## src/rtl/firstband_predictor.sv

```systemverilog
// -----------------------------------------------------------------------------
// firstband_predictor
//   Lossless spatial predictor for the first band of each LCPLC block (slice).
//   Accepts raw samples in raster order, with end-of-row and end-of-block
//   markers. For every sample it emits one prediction built from that
//   sample's left (L) and upper (U) neighbours:
//     first row, first column  : 0
//     first row, other columns : L
//     other rows, first column : U
//     otherwise                : floor((L + U) / 2), sum one bit wider
//   Row length is implied by x_last_row. Rows longer than the buffer make the
//   column counter wrap. The output is then meaningless, but the block never
//   locks up.
//
// Handshake (both streams): a beat transfers on a rising clock edge where
//   valid && ready. A producer holds valid and its data stable until the beat
//   transfers. Ready may depend on the other side's state. There is a single
//   output register, so x_ready = !xtilde_valid || xtilde_ready, held low
//   during reset.
//
// Ports
//   clk            clock, rising edge
//   rst            asynchronous reset, active low
//   x_valid/x_ready/x_data/x_last_row/x_last_slice   sample input stream
//   xtilde_valid/xtilde_ready/xtilde_data/xtilde_last prediction output stream
// -----------------------------------------------------------------------------
module firstband_predictor #(
    parameter int DATA_WIDTH          = 16,
    parameter int BLOCK_WIDTH_LOG_MAX = 4
) (
    input  logic                  clk,
    input  logic                  rst,
    input  logic                  x_valid,
    output logic                  x_ready,
    input  logic [DATA_WIDTH-1:0] x_data,
    input  logic                  x_last_row,
    input  logic                  x_last_slice,
    output logic                  xtilde_valid,
    input  logic                  xtilde_ready,
    output logic [DATA_WIDTH-1:0] xtilde_data,
    output logic                  xtilde_last
);

    localparam int DEPTH = 1 << BLOCK_WIDTH_LOG_MAX;
    localparam logic [BLOCK_WIDTH_LOG_MAX-1:0] COL_ZERO = '0;
    localparam logic [BLOCK_WIDTH_LOG_MAX-1:0] COL_ONE  = {{(BLOCK_WIDTH_LOG_MAX-1){1'b0}}, 1'b1};

    // Position state
    logic [BLOCK_WIDTH_LOG_MAX-1:0] col_q, col_d;
    logic                           first_row_q, first_row_d;
    logic [DATA_WIDTH-1:0]          left_q, left_d;

    // Output register
    logic                  valid_q, valid_d;
    logic [DATA_WIDTH-1:0] data_q, data_d;
    logic                  last_q, last_d;

    // The row buffer holds the previous row, indexed by column. It is
    // never read before it is written within a block, so it has no reset.
    logic [DATA_WIDTH-1:0] row_buf_q [DEPTH];

    logic                  accept;
    logic                  pop;
    logic [DATA_WIDTH-1:0] upper;
    logic [DATA_WIDTH:0]   sum;
    logic [DATA_WIDTH-1:0] pred;

    assign x_ready      = rst && (!valid_q || xtilde_ready);
    assign accept       = x_valid && x_ready;
    assign pop          = valid_q && xtilde_ready;
    assign xtilde_valid = valid_q;
    assign xtilde_data  = data_q;
    assign xtilde_last  = last_q;

    always_comb begin
        upper = row_buf_q[col_q];
        // The extra sum bit keeps 65535 + 65535 from overflowing before the halving.
        sum   = {1'b0, left_q} + {1'b0, upper};
        if (first_row_q && (col_q == COL_ZERO)) begin
            pred = '0;
        end else if (first_row_q) begin
            pred = left_q;
        end else if (col_q == COL_ZERO) begin
            pred = upper;
        end else begin
            pred = sum[DATA_WIDTH:1];
        end
    end

    always_comb begin
        col_d       = col_q;
        first_row_d = first_row_q;
        left_d      = left_q;
        valid_d     = valid_q;
        data_d      = data_q;
        last_d      = last_q;

        if (pop) begin
            valid_d = 1'b0;
        end

        if (accept) begin
            valid_d = 1'b1;
            data_d  = pred;
            last_d  = x_last_slice;
            left_d  = x_data;
            // The end of a block also ends its row. The next sample starts
            // a new block in the first row.
            if (x_last_slice) begin
                col_d       = COL_ZERO;
                first_row_d = 1'b1;
            end else if (x_last_row) begin
                col_d       = COL_ZERO;
                first_row_d = 1'b0;
            end else begin
                col_d = col_q + COL_ONE;
            end
        end
    end

    always_ff @(posedge clk or negedge rst) begin
        if (!rst) begin
            col_q       <= '0;
            first_row_q <= 1'b1;
            left_q      <= '0;
            valid_q     <= 1'b0;
            data_q      <= '0;
            last_q      <= 1'b0;
        end else begin
            col_q       <= col_d;
            first_row_q <= first_row_d;
            left_q      <= left_d;
            valid_q     <= valid_d;
            data_q      <= data_d;
            last_q      <= last_d;
        end
    end

    always_ff @(posedge clk) begin
        if (accept) begin
            row_buf_q[col_q] <= x_data;
        end
    end

endmodule

```

## config.mk

```make
export PLATFORM = sky130hd
export DESIGN_NAME = firstband_predictor
export DESIGN_NICKNAME = d
export VERILOG_FILES = /design/src/rtl/firstband_predictor.sv
export SDC_FILE = /design/constraint.sdc
export NUM_CORES = 1
export LEC_CHECK = 0
export ABC_AREA = 1
export CORE_UTILIZATION = 48
export DETAILED_ROUTE_END_ITERATION = 8
export HOLD_SLACK_MARGIN = 0.03
export PLACE_DENSITY_LB_ADDON = 0.12
export RECOVER_POWER = 25
export SYNTH_ARGS = -nofsm -noshare
export SYNTH_HDL_FRONTEND = slang
export SYNTH_SLANG_ARGS = --single-unit
```

## constraint.sdc

```tcl
create_clock -name clk -period 4 [get_ports clk]
set_input_delay 0.6 -clock clk [delete_from_list [all_inputs] [get_ports clk]]
set_output_delay 0.6 -clock clk [all_outputs]
set_load 0.005 [all_outputs]
```

==> impl_results.md <==
* Die width at about 160 um
* Antenna Diode Count at 0
* Top-level port count at between 40 and 50
* Leakage power of the design at between 0.005 and 0.006 uW
* Minimum clock period at between 3000 and 4000 ps
* Nature of the critical path endpoint: flip-flop
* Number of flops mapped to enable cells by yosys at approximately 260
* Max rail drop VDD at 0.411 mV
* Worst Setup Slack post-DPL at 388 ps
* R2R setup slack at approximately 460 ps
* Syn. warnings at 0
* Setup tns final at 0 ps
* Final setup vio count at 0
* Largest net degree at the start of global routing at slightly above 60
* Fraction of synthesis flops using an asynchronous set or reset pin at a little over an eighth
* TritonCTS clock tree: yes
* Total number of H-tree levels at 1
* Xor/xnor share of the synthesized area at less than 1%
* Total congestion overflow at 0
* Number of buffers added on ports at 40
* Overall fraction of global-route tracks in use at 24.3%
* Final Wtd Congestion at approximately 0.91
* Path class of the lowest-slack min-delay path: flip-flop to flip-flop
* Netlist Area Pre-Place at ~0.013 mm^2
* Nets in the synthesized netlist at 1152
* Area enclosed by the die boundary at approximately 0.027 mm^2
* Least-Margin Pin Slew at 2260 ps
* Max-capacitance violation count at 1
* Global-route wire length before repair at around 48000 um
* Highest clock frequency the design can meet at about 0.28 GHz
* Clock sinks at ~300
* Startpoint type of the worst setup path: flip-flop
* Max transition margin at -50.5%
* Overall routed net length at 31800 um
* Total half-perimeter wirelength after legalization and detailed placement at just under 20000 um
* Worst-skew pair later-pin latency at roughly 560 ps
* Final Cycle Share at between 80 and 90%
* Number of vias after detailed routing at between 8000 and 9000
* Deepest clock path buffer count at 3
* WP data required at 4450 ps
* Number of filler cells placed in the layout at 2151
* Count of hold-fix buffers inserted at cts at 0
* Share of layout cells above drive strength 1 at around 9.6%
* Gate count after technology mapping at between 1000 and 1500
* DRT iter0 DRCs at about 800
* CTS clock-pin slew for the worst setup and hold paths at around 60 ps
* TritonCTS buffer count at 31
* Final routed DRC violation total at 0
* Multiplexer share of the synthesized area at 0%
* Final ANT Viol Nets at 0
* Most used DFF post-synth: sky130_fd_sc_hd__edfxtp_1
* Final count of hold timing violations at 0
* Peak fanout along the critical path at a little over 60
* Post-Syn Area per Cell at between 10 and 15 um^2
* Result of the run: finished, violations left
* Effective utilization at floorplan at between 40 and 50%
* Placeable core region at ~0.025 mm^2
* Post-synthesis share of cell area spent on full adders, half adders and majority gates at around 2.1%
* Kind of critical path: flip-flop to flip-flop
* Worst-case setup margin in the final layout at ~460 ps
* Setup repair after global routing missed its margin: false
* Arr. time, crit path at around 4000 ps
* Length of the first detailed-routing pass in iterations at 5
* Number of global-route vias before repair at around 8200
* Slew Viols, Final at 40
* Simple-gate area share of the yosys netlist at between 10% and 20%
* Floorplan die height at 164 um
* Average vias per placed instance at 5.65
* Average wire length per cell after detail routing at between 20 and 25 um
* Std cell rows at 58
* Number of storage elements in the synthesis netlist at approximately 300
* Power Density at 542 mW/mm^2
* Dominant combinational cell family by area after synthesis: simple AND/OR/NAND/NOR gates
* Distinct cell type count of the synthesized netlist at 35
* Number of antenna violations at the first check in global routing at 0
* Share of the synthesized area in compound gates (AO/OA/AOI/OAI) at 11.2%
* Area growth from synthesis to final layout at 14.8%
* Setup Skew at 18.2 ps
* Sequential cell area fraction in the yosys report at between 60 and 70%
* Clock tree root driver cell: sky130_fd_sc_hd__clkbuf_16
* Post-CTS setup buffer count at 0
* Final nets at ~1200
* Failing checks: capacitance limit, slew limit
* Tot Pwr at 7820 uW
* End-of-flow core utilization at approximately 57%
## metrics by stage
| stage | cell area, um^2 | instances | hold WS [ps] |
|---|---|---|---|
| after detailed placement | 13500 | 1457 | 465 |
| after CTS | 14400 | 1514 | 117 |
| final | 14400 | 1514 | 476 |
| after global routing | 14400 | 1514 | 493 |
| after floorplan | 12600 | 1110 | 304 |
| after global placement | 13500 | 1457 | 464 |
## path summary, 6_finish.rpt
path / start / cells after the start / end
worst max-delay path: col_q[0] / 15 / xtilde_data[11]
max in group asynchronous: rst / 2 / col_q[0]
worst max register to register: col_q[0] / 15 / xtilde_data[11]
worst min register to register: xtilde_data[14] / 2 / xtilde_data[14]
worst min-delay path: xtilde_data[14] / 2 / xtilde_data[14]
min in group asynchronous: rst / 2 / xtilde_data[7]
## metal layers
layer	part of all wire, %	global-route usage, %	wire, um	up-vias
met5	0	0	0	-
met4	2.8	7.74	876	0
met3	5.5	3.08	1770	58
met2	47	39.4	14900	279
met1	45	34.1	14300	4154
li1	-	-	-	4059
## logic make-up (layout without fill, tap and decap cells)
kind of cell	after synthesis	count (layout)
adders and majority gates	20	20
xor gates and xnor gates	7	7
AOI/OAI and AO/OA	256	256
and+or+nand+nor	426	426
buffers and inverters	106	180
DFF	295	295
## report_power, final
part	total, uW	leakage [uW]	internal (uW)	switching [uW]
logic	1510	0.00202	580	929
clock network	2750	0.000469	1600	1140
registers	3560	0.00279	3470	91.4
## cell type report
class / count / area, um^2 / share of cell area [%]
repair buffers: 77 / 707 / 4.90
inverters: 46 / 175 / 1.21
well taps: 330 / 413 / 2.86
flip-flops and latches: 295 / 8670 / 60.1
multi-input cells: 709 / 3490 / 24.2
clock buffers: 38 / 802 / 5.56
clock inverters: 19 / 164 / 1.14
## synth_stat cells, drive strengths merged (6+ instances only)
master | count | area (um^2)
a21oi | 33 | 165
buf | 25 | 148
clkbuf | 35 | 131
dfrtp | 38 | 951
edfxtp | 256 | 7690
ha | 19 | 238
inv | 46 | 173
nand2 | 212 | 806
nand3 | 26 | 135
nand4 | 17 | 106
nor2 | 163 | 634
o211ai | 6 | 45.0
o21ai | 149 | 749
o22ai | 60 | 375
## flip-flops by register name, summed over array words and instances, names as in the netlist
signal        cells
row_buf_q       256
left_q           16
xtilde_data      16
col_q             4
first_row_q       1
xtilde_last       1
xtilde_valid      1
## critical path: stages (launching register included)
cell	delay (ps)
sky130_fd_sc_hd__dfrtp_4	610
sky130_fd_sc_hd__buf_12	300
sky130_fd_sc_hd__buf_4	320
sky130_fd_sc_hd__o21ai_0	130
sky130_fd_sc_hd__o22ai_1	190
sky130_fd_sc_hd__nand2_1	70
sky130_fd_sc_hd__nand4_1	200
sky130_fd_sc_hd__ha_1	320
sky130_fd_sc_hd__a21oi_1	220
sky130_fd_sc_hd__o21ai_0	120
sky130_fd_sc_hd__nand2_1	70
sky130_fd_sc_hd__nand4_1	150
sky130_fd_sc_hd__or2_2	320
sky130_fd_sc_hd__nand3_1	70
sky130_fd_sc_hd__nand2_1	70
sky130_fd_sc_hd__a32o_1	210
## layout by cell type (no fill, tap or decap), types with 20 or more instances in the layout
cell / synthesis / final
sky130_fd_sc_hd__nand3_1: 25 / 25
sky130_fd_sc_hd__clkdlybuf4s50_1: 0 / 31
sky130_fd_sc_hd__buf_4: 5 / 33
sky130_fd_sc_hd__edfxtp_1: 256 / 256
sky130_fd_sc_hd__clkbuf_16: 0 / 31
sky130_fd_sc_hd__nor2_1: 158 / 142
sky130_fd_sc_hd__dfrtp_1: 38 / 36
sky130_fd_sc_hd__inv_1: 44 / 43
sky130_fd_sc_hd__o22ai_1: 60 / 60
sky130_fd_sc_hd__a21oi_1: 33 / 33
sky130_fd_sc_hd__o21ai_1: 20 / 20
sky130_fd_sc_hd__o21ai_0: 128 / 128
sky130_fd_sc_hd__nand2_1: 208 / 208
## what timing repair did
action                                  4_1_cts  5_1_grt
endpoints found under the setup margin        0        1
gates resized for setup                       0        2
endpoints found under the hold margin         0        0
No activity file was read; power rests on OpenSTA's default activity.
